<file path="src/rtl/pixel_burst_ctrl.sv">
// pixel_burst_ctrl
//   Burst controller that moves up to MAX_BURST 8-bit pixels between the
//   pixel arrays and a 24-bit SRAM. Each SRAM access is held for
//   ACCESS_CYCLES cycles. Consecutive accesses are separated by one idle GAP
//   cycle. A one-cycle DONE state ends every burst.
//
//   Optional feature: define PIXCTRL_GRAYSCALE_EN to convert each read
//   {R,G,B} word to a grayscale pixel. When it is undefined, the pixel is
//   r_data[7:0].
//
//   All outputs are registered. The next-state logic also computes the
//   output values for the state being entered, so each output register
//   always matches the current state.
//
// Ports
//   clk, rst      clock, synchronous active-high reset
//   start, op     burst request, 0 = read / 1 = write
//   base_addr     first SRAM address of the burst
//   burst_len     pixel count, valid range 1..MAX_BURST
//   wr_pix        pixels to write, index 0 first
//   rd_pix        pixels read, index 0 first
//   busy          burst in progress (ACCESS and GAP)
//   done          one-cycle completion pulse
//   err           one-cycle pulse for a rejected burst length
//   address       SRAM address
//   w_data        SRAM write data
//   r_data        SRAM read data {R,G,B}
//   read_enable   SRAM read strobe
//   write_enable  SRAM write strobe
module pixel_burst_ctrl #(
  parameter int ADDR_BITS     = 16,
  parameter int MAX_BURST     = 20,
  parameter int ACCESS_CYCLES = 12
) (
  input  logic                             clk,
  input  logic                             rst,
  input  logic                             start,
  input  logic                             op,
  input  logic [ADDR_BITS-1:0]             base_addr,
  input  logic [$clog2(MAX_BURST+1)-1:0]   burst_len,
  input  logic [MAX_BURST-1:0][7:0]        wr_pix,
  output logic [MAX_BURST-1:0][7:0]        rd_pix,
  output logic                             busy,
  output logic                             done,
  output logic                             err,
  output logic [ADDR_BITS-1:0]             address,
  output logic [23:0]                      w_data,
  input  logic [23:0]                      r_data,
  output logic                             read_enable,
  output logic                             write_enable
);

  localparam int LEN_W = $clog2(MAX_BURST + 1);
  // Wide enough to hold ACCESS_CYCLES itself, so the increment on the final
  // access cycle never wraps.
  localparam int CNT_W = $clog2(ACCESS_CYCLES + 1);

  typedef enum logic [1:0] {
    IDLE   = 2'd0,
    ACCESS = 2'd1,
    GAP    = 2'd2,
    DONE   = 2'd3
  } state_t;

  state_t                    state_r, state_n;
  logic [LEN_W-1:0]          idx_r, idx_n, len_r, len_n;
  logic [CNT_W-1:0]          cnt_r, cnt_n;
  logic                      op_r, op_n;
  logic [ADDR_BITS-1:0]      base_r, base_n;
  logic [ADDR_BITS-1:0]      address_r, address_n;
  logic [23:0]               w_data_r, w_data_n;
  logic                      busy_r, busy_n, done_r, done_n, err_r, err_n;
  logic                      re_r, re_n, we_r, we_n;
  logic [MAX_BURST-1:0][7:0] rd_pix_r;

  logic                      len_ok_s;
  logic                      last_cyc_s;
  logic [LEN_W-1:0]          idx_inc_s;
  logic                      rd_load_s;
  logic [7:0]                conv_pix_s;

`ifdef PIXCTRL_GRAYSCALE_EN
  // Approximate luma: s*(1/4+1/16+1/64+1/256) ~= s/3. The maximum result is 251.
  function automatic logic [7:0] gray_of(input logic [23:0] rgb);
    logic [9:0] s;
    s = 10'(rgb[23:16]) + 10'(rgb[15:8]) + 10'(rgb[7:0]);
    return 8'((s >> 4'd2) + (s >> 4'd4) + (s >> 4'd6) + (s >> 4'd8));
  endfunction

  assign conv_pix_s = gray_of(r_data);
`else
  // Only the blue byte is used here. The upper bytes are tied off on purpose.
  logic unused_rdata_s;
  assign unused_rdata_s = ^r_data[23:8];
  assign conv_pix_s     = r_data[7:0];
`endif

  assign len_ok_s   = (burst_len != {LEN_W{1'b0}}) && (burst_len <= LEN_W'(MAX_BURST));
  assign last_cyc_s = (cnt_r == CNT_W'(ACCESS_CYCLES - 1));
  assign idx_inc_s  = idx_r + LEN_W'(1'b1);

  // Next-state logic, plus the output values for the state being entered.
  always_comb begin
    state_n   = state_r;
    idx_n     = idx_r;
    cnt_n     = cnt_r;
    op_n      = op_r;
    base_n    = base_r;
    len_n     = len_r;
    address_n = address_r;
    w_data_n  = w_data_r;
    busy_n    = 1'b0;
    done_n    = 1'b0;
    err_n     = 1'b0;
    re_n      = 1'b0;
    we_n      = 1'b0;
    rd_load_s = 1'b0;
    case (state_r)
      IDLE: begin
        if (start) begin
          if (len_ok_s) begin
            state_n   = ACCESS;
            op_n      = op;
            base_n    = base_addr;
            len_n     = burst_len;
            idx_n     = {LEN_W{1'b0}};
            cnt_n     = {CNT_W{1'b0}};
            address_n = base_addr;
            busy_n    = 1'b1;
            re_n      = ~op;
            we_n      = op;
            if (op) begin
              w_data_n = {3{wr_pix[0]}};
            end else begin
              w_data_n = w_data_r;
            end
          end else begin
            err_n = 1'b1;
          end
        end else begin
          state_n = IDLE;
        end
      end
      ACCESS: begin
        cnt_n     = cnt_r + CNT_W'(1'b1);
        rd_load_s = last_cyc_s & ~op_r;
        if (last_cyc_s) begin
          if (idx_r == len_r - LEN_W'(1'b1)) begin
            state_n = DONE;
            done_n  = 1'b1;
          end else begin
            state_n = GAP;
            busy_n  = 1'b1;
          end
        end else begin
          busy_n = 1'b1;
          re_n   = ~op_r;
          we_n   = op_r;
          if (op_r) begin
            w_data_n = {3{wr_pix[idx_r]}};
          end else begin
            w_data_n = w_data_r;
          end
        end
      end
      GAP: begin
        state_n   = ACCESS;
        idx_n     = idx_inc_s;
        cnt_n     = {CNT_W{1'b0}};
        // The sum wraps modulo 2^ADDR_BITS.
        address_n = base_r + ADDR_BITS'(idx_inc_s);
        busy_n    = 1'b1;
        re_n      = ~op_r;
        we_n      = op_r;
        if (op_r) begin
          w_data_n = {3{wr_pix[idx_inc_s]}};
        end else begin
          w_data_n = w_data_r;
        end
      end
      DONE: begin
        state_n = IDLE;
      end
      default: begin
        state_n = IDLE;
      end
    endcase
  end

  // State, burst context and registered outputs. Reset wins over start.
  always_ff @(posedge clk) begin
    if (rst) begin
      state_r   <= IDLE;
      idx_r     <= {LEN_W{1'b0}};
      cnt_r     <= {CNT_W{1'b0}};
      op_r      <= 1'b0;
      base_r    <= {ADDR_BITS{1'b0}};
      len_r     <= {LEN_W{1'b0}};
      address_r <= {ADDR_BITS{1'b0}};
      w_data_r  <= 24'h000000;
      busy_r    <= 1'b0;
      done_r    <= 1'b0;
      err_r     <= 1'b0;
      re_r      <= 1'b0;
      we_r      <= 1'b0;
    end else begin
      state_r   <= state_n;
      idx_r     <= idx_n;
      cnt_r     <= cnt_n;
      op_r      <= op_n;
      base_r    <= base_n;
      len_r     <= len_n;
      address_r <= address_n;
      w_data_r  <= w_data_n;
      busy_r    <= busy_n;
      done_r    <= done_n;
      err_r     <= err_n;
      re_r      <= re_n;
      we_r      <= we_n;
    end
  end

  // Read pixel store. Only entries below burst_len are ever written.
  always_ff @(posedge clk) begin
    if (rst) begin
      rd_pix_r <= '0;
    end else if (rd_load_s) begin
      rd_pix_r[idx_r] <= conv_pix_s;
    end
  end

  assign rd_pix       = rd_pix_r;
  assign busy         = busy_r;
  assign done         = done_r;
  assign err          = err_r;
  assign address      = address_r;
  assign w_data       = w_data_r;
  assign read_enable  = re_r;
  assign write_enable = we_r;

endmodule

</file>
<file path="config.mk">
export PLATFORM = sky130hd
export DESIGN_NAME = pixel_burst_ctrl
export DESIGN_NICKNAME = d
export VERILOG_FILES = /design/src/rtl/pixel_burst_ctrl.sv
export SDC_FILE = /design/constraint.sdc
export NUM_CORES = 1
export LEC_CHECK = 0
export ABC_AREA = 1
export BUFFER_PORTS_ARGS = -buffer_cell sky130_fd_sc_hd__buf_2
export CORE_MARGIN = 10
export CORE_UTILIZATION = 56
export CTS_BUF_LIST = sky130_fd_sc_hd__clkbuf_8 sky130_fd_sc_hd__clkbuf_16
export DETAILED_ROUTE_END_ITERATION = 8
export GPL_TIMING_DRIVEN = 0
export PLACE_DENSITY_LB_ADDON = 0.2
export SYNTH_ARGS = -nofsm -noshare
export SYNTH_HDL_FRONTEND = slang
export SYNTH_SLANG_ARGS = --single-unit
</file>
<file path="constraint.sdc">
create_clock -name clk -period 6.2 [get_ports clk]
set_clock_uncertainty 0.1 [all_clocks]
set_input_delay 0.93 -clock clk [delete_from_list [all_inputs] [get_ports clk]]
set_output_delay 0.93 -clock clk [all_outputs]
set_load 0.01 [all_outputs]
</file>
-- After elaboration in Yosys (flattened, before gate mapping)
Cells that the tools add are included.
- bitwise operators: 7
- mux-type cells: 44
- add/sub/neg operators: 4
- reduce and logical (&&, ||, !) cells: 13
- eq/ne operators: 13
- order comparisons: 4
- operators by type and width (kind ; number):
    bitwise mux 160 bit ; 1
    2-to-1 mux 24 bit ; 6
    binary-select mux 8 bit (select 5 bit) ; 2
    one-hot mux 24 bit (3 select lines) ; 1
    demux 8 bit (select 5 bit) ; 1
    2-to-1 mux 16 bit ; 2
    one-hot mux 16 bit (2 select lines) ; 1
    2-to-1 mux 8 bit ; 3
    adder 16 x 5 -> 16 bit ; 1
    2-to-1 mux 1 bit ; 14
    inequality test 2 bit, second input constant ; 7
    < comparator 5 x 6 -> 1 bit, second input constant ; 2
    one-hot mux 4 bit (3 select lines) ; 1
    2-to-1 mux 5 bit ; 2
    one-hot mux 5 bit (2 select lines) ; 1
    one-hot mux 1 bit (3 select lines) ; 3
    AND reduction 3 bit ; 3
    2-to-1 mux 4 bit ; 2
    one-hot mux 2 bit (4 select lines) ; 1
    AND reduction 7 bit ; 1
    2-to-1 mux 2 bit ; 3
    inverter 1 bit ; 6
    OR reduction 3 bit ; 2
    adder 5 x 1 -> 5 bit, second input constant ; 1
    other kinds (16) ; 18
- register bits: 238
- word-level logic and storage cells: 118
- output and inout bits: 205
- input bits: 209

-- Logic depth before layout (Yosys ltp)
- depth after elaboration: 5
- gate-level depth with buffers: 20
- gate-level depth less buffers: 14

-- Least setup slack after synthesis
No wires, ideal clock.
- path type: register to register
- from: register idx_r[0]
- to: register address_r[14] (netlist: address[14])
- clock period less this slack: 3.362 ns
- data arrival time: 3.130 ns
- data required time: 5.968 ns
- path slack: 2.838 ns
- cell stages (with the launch flop): 21
- library setup time: 0.132 ns
- path buffers: 6
- path through: dfxtp_1 > buf_2 > inv_2 > buf_2 > buf_4 > buf_2 > ha_1 > clkbuf_1 > inv_1 > clkbuf_1 > fa_1 > inv_1 > nand3_1 > nand2_1 > nand2_1 > a21oi_1 > nand2_1 > nand2_1 > nand3_1 > o211ai_1 > a21oi_1
- cells in the longest elaborated chain, start to end: 3
- RTL lines (what ; line ; text):
    start, declared ; 66 ; logic [LEN_W-1:0] idx_r, idx_n, len_r, len_n;
    start signal, assigned ; 194 ; idx_r <= {LEN_W{1'b0}};
    start signal, assigned ; 208 ; idx_r <= idx_n;
    adder 5 x 1 -> 5 bit ; 100 ; assign idx_inc_s = idx_r + LEN_W'(1'b1);
    adder 16 x 5 -> 16 bit ; 171 ; address_n = base_r + ADDR_BITS'(idx_inc_s);
    one-hot mux 16 bit (2 select lines) ; 118 ; case (state_r)
    end signal, assigned ; 199 ; address_r <= {ADDR_BITS{1'b0}};
    end signal, assigned ; 213 ; address_r <= address_n;
    end, declared ; 70 ; logic [ADDR_BITS-1:0] address_r, address_n;
Every way passes these cells.
A chain may end at the register's enable or synchronous reset.

-- Worst setup path in the final report
Same ends and word-level chain as after synthesis.

==> summary.txt <==
Status
  • Result of the run: complete, no violations

Drt
  • Average wire per cell in the routed design: 19.4 microns
  • Vias after detailed routing: around 16000
  • Number of iterations in the first detailed-routing pass: 6
  • Final wirelength: 54600 microns
  • Antenna violation net count after detailed routing: 0
  • Via-to-Cell Ratio: 5.68
  • Count of unresolved DRC violations after routing: 0
  • Detailed router's first-iteration violation count: 1881

Critical path
  • Required time reported for the critical path endpoint: 6500 ps
  • Critical Path Fanout Max: 12
  • Destination of the critical timing path: address[14]
  • Startpoint class of the critical path: flop
  • R2R Path End: address[14]
  • Crit path from: idx_r[0]
  • Worst setup slack for register-to-register paths: 1620 ps
  • Crit path capture type: flop
  • Worst Setup Path Type: reg2reg
  • Origin of the critical flop-to-flop path: idx_r[0]
  • Length in cells of the worst reg-to-reg path: 20
  • Critical path arrival: 4880 ps

Timing
  • Achievable frequency: 0.218 GHz
  • RSZ-0062 raised after global routing: false
  • Headroom to the max-slew limit: 0.492
  • Actual transition at the worst max-transition pin: 760 ps
  • Crit share post-route: 0.739
  • # setup viols final: 0
  • Final Hold Fails: 0
  • Slew Viols, Final: 0
  • Final period demand of the worst path: ~4600 ps
  • Final-layout setup total negative slack: 0 ps

Yosys
  • Post-Syn Instances: 2103
  • Yosys cell types: 37
  • Area leader, netlist: sky130_fd_sc_hd__dfxtp_1
  • Post-synth ARST share: 0
  • Number of enable-type register cells in the synthesized netlist: 0
  • Main area contributors after synthesis: sky130_fd_sc_hd__dfxtp_1, sky130_fd_sc_hd__nand2_1, sky130_fd_sc_hd__nor2_1
  • Sequential share of the synthesized area: 0.348
  • Area share of the largest cell type after synthesis: 0.348
  • Average instance area after synthesis: 6.07 sq um
  • Most frequent cell after synthesis: sky130_fd_sc_hd__nand2_1
  • Post-synthesis instance area: between 10000 and 15000 sq um
  • Most instantiated cells after synthesis: sky130_fd_sc_hd__nand2_1, sky130_fd_sc_hd__nor2_1, sky130_fd_sc_hd__o21ai_0
  • Ys flop type: sky130_fd_sc_hd__dfxtp_1
  • Number of warnings issued by yosys: 0
  • Net count after synthesis: 2330
  • Flops & latches, synth: 222

Floorplanning
  • Number of ports placed on the die boundary: between 400 and 500
  • Initial Utilization: 0.567
  • Cell Rows: 55
  • Die Outline Area: 29200 sq um
  • Core footprint: 22500 sq um
  • Chip height: 171 microns
  • Overall die width: 171 microns

GRT
  • Number of antenna violations at the first check in global routing: 2
  • Met1 global-route usage: 0.407
  • First-pass GRT wire length: around 83000 microns
  • Gr busiest metal: met2
  • Grt met3 use: 0.0876
  • Total GRT Usage: 0.356
  • Via count of the first global-routing pass: 15500
  • Grt met2 use: 0.586
  • Largest net degree at the start of global routing: 14
  • Gr ovfl total: 0

CTS
  • Clock tree from TritonCTS: done
  • Deepest clock path buffer count: 3
  • Clk Latency, worst-skew pair: 540 ps
  • Library cell used as clock root buffer: sky130_fd_sc_hd__clkbuf_16
  • Num Clock Sinks: roughly 220
  • Setup repair bufs after CTS: 0
  • Number of levels the H-tree was split into: 1
  • Number of buffers created by CTS: 23
  • Post_cts resized: 0
  • Quantity of hold-fixing buffers added after cts: 0
  • Clock slew at reported path FFs: 60 ps

Power
  • Leakage power: around 8.2 nW
  • Final Total Pwr: 0.00434 W
  • Worst supply voltage drop on vdd: between 200 and 250 uV
  • Pwr Density: 274 nW/um^2

Placed design
  • Number of buffer cells added on primary ports: 388
  • Routability congestion estimate from global placement: 1.05
  • Post-detailed-placement half-perimeter wirelength: 42000 microns

Hold path
  • Kind of path behind the tightest hold check: reg2reg

Finish
  • Number of filler instances in the final layout: 1989
  • Net count of the finished layout: 2743
  • Share of layout cells above drive strength 1: 0.214
  • Layout area overhead: 24.0%

Flow run
  • Count of maximum capacitance violations: 0
==> through the flow <==
step / cells / worst slack (ps) / hold slack (ps) / cell area (sq um) / util
4_1_cts: 2816 / 1770 / 361 / 15800 / 0.703
5_1_grt: 2818 / 1270 / 391 / 15800 / 0.703
3_3_place_gp: 2776 / 1790 / 351 / 15100 / 0.669
2_1_floorplan: 2103 / 2840 / 345 / 12800 / -
6_report: 2819 / 1620 / 361 / 15800 / 0.703
3_5_place_dp: 2776 / 1780 / 352 / 15100 / 0.669
==> worst max-delay path, cell delays in order (launching register included) <==
cell and delay, ps:
sky130_fd_sc_hd__dfxtp_1 380, sky130_fd_sc_hd__buf_2 310, sky130_fd_sc_hd__inv_2 60, sky130_fd_sc_hd__buf_2 170
sky130_fd_sc_hd__buf_4 190, sky130_fd_sc_hd__buf_2 230, sky130_fd_sc_hd__ha_1 350, sky130_fd_sc_hd__clkbuf_1 310
sky130_fd_sc_hd__inv_1 160, sky130_fd_sc_hd__clkbuf_1 370, sky130_fd_sc_hd__fa_1 550, sky130_fd_sc_hd__inv_1 70
sky130_fd_sc_hd__nand3_1 60, sky130_fd_sc_hd__nand2_1 150, sky130_fd_sc_hd__nand2_1 70, sky130_fd_sc_hd__a21oi_1 470
sky130_fd_sc_hd__nand2_1 110, sky130_fd_sc_hd__nand2_1 80, sky130_fd_sc_hd__nand3_1 60, sky130_fd_sc_hd__o211ai_1 90
sky130_fd_sc_hd__a21oi_1 80
==> registers in the layout, indices dropped and copies added (netlist names) <==
register      count
w_data            8
done              1
cnt_r             4
rd_pix          160
err               1
read_enable       1
address          16
op_r              1
state_r           2
write_enable      1
base_r           16
len_r             5
busy              1
idx_r             5
==> worst min-delay path by stage <==
stage,end,cells after the start,slack (ps),start
3_5_place_dp,address[6],2,350,address[6]
5_1_grt,rd_pix[12],2,390,rd_pix[12]
4_1_cts,address[6],2,360,address[6]
6_report,address[6],2,360,address[6]
2_1_floorplan,base_r[15],2,340,base_r[15]
3_3_place_gp,address[6],2,350,address[6]
==> logic make-up (layout without fill, tap and decap cells) <==
group / after synthesis / after routing / synth area share
and+or+nand+nor: 1149 / 1149 / 0.366
xor gates and xnor gates: 14 / 14 / 0.0123
adders and majority gates: 18 / 18 / 0.0182
other: 0 / 3 / 0
AOI/OAI and AO/OA: 329 / 329 / 0.135
buffers and inverters: 371 / 799 / 0.121
DFF: 222 / 222 / 0.348
==> power breakdown <==
part           switching, W  internal, W  leakage, nW
clock              0.000597     0.000790        0.393
sequential        0.0000787      0.00151         1.79
combinational      0.000889     0.000470         6.05
==> layer usage <==
metal	share of wire	wire, microns	vias up
li1	-	-	7445
met1	0.37	20000	7258
met2	0.46	25000	1071
met3	0.12	6280	228
met4	0.061	3340	0
met5	0	0	-
==> placed cells by master (no fill, tap or decap), types with 2 or more instances in the layout <==
| master | instances |
|---|---|
| sky130_fd_sc_hd__buf_2 | 428 |
| sky130_fd_sc_hd__inv_1 | 210 |
| sky130_fd_sc_hd__o21ai_0 | 234 |
| sky130_fd_sc_hd__xnor2_1 | 3 |
| sky130_fd_sc_hd__nand3_2 | 2 |
| sky130_fd_sc_hd__ha_1 | 17 |
| sky130_fd_sc_hd__nor3_1 | 7 |
| sky130_fd_sc_hd__nor3_2 | 2 |
| sky130_fd_sc_hd__a31oi_1 | 2 |
| sky130_fd_sc_hd__nand2_1 | 522 |
| sky130_fd_sc_hd__nor2_1 | 385 |
| sky130_fd_sc_hd__a21oi_1 | 68 |
| sky130_fd_sc_hd__nand3_1 | 215 |
| sky130_fd_sc_hd__buf_4 | 23 |
| sky130_fd_sc_hd__clkbuf_1 | 66 |
| sky130_fd_sc_hd__inv_2 | 29 |
| sky130_fd_sc_hd__o21ai_2 | 2 |
| sky130_fd_sc_hd__clkbuf_16 | 23 |
| sky130_fd_sc_hd__buf_1 | 3 |
| sky130_fd_sc_hd__or2_2 | 2 |
| sky130_fd_sc_hd__nor4_1 | 2 |
| sky130_fd_sc_hd__diode_2 | 3 |
| sky130_fd_sc_hd__a211oi_1 | 4 |
| sky130_fd_sc_hd__xor2_1 | 8 |
| sky130_fd_sc_hd__nand2_2 | 4 |
| sky130_fd_sc_hd__clkinv_1 | 3 |
| sky130_fd_sc_hd__clkbuf_8 | 9 |
| sky130_fd_sc_hd__nand4_1 | 6 |
| sky130_fd_sc_hd__o211ai_1 | 9 |
| sky130_fd_sc_hd__a21oi_2 | 8 |
| sky130_fd_sc_hd__dfxtp_1 | 222 |
| sky130_fd_sc_hd__clkinv_2 | 2 |
==> final cells by class <==
| class | count | area, sq um | share of cell area |
|---|---|---|---|
| diodes | 3 | 7.51 | 0.000474 |
| plain buffers | 133 | 647 | 0.0409 |
| clock buffers | 32 | 699 | 0.0442 |
| clock inverters | 8 | 56.3 | 0.00356 |
| inverters | 238 | 893 | 0.0565 |
| multi-input cells | 1510 | 6780 | 0.428 |
| flip-flops and latches | 222 | 4440 | 0.281 |
| well taps | 285 | 357 | 0.0225 |
| repair buffers | 388 | 1940 | 0.123 |
(Power assumes the default switching activity.)
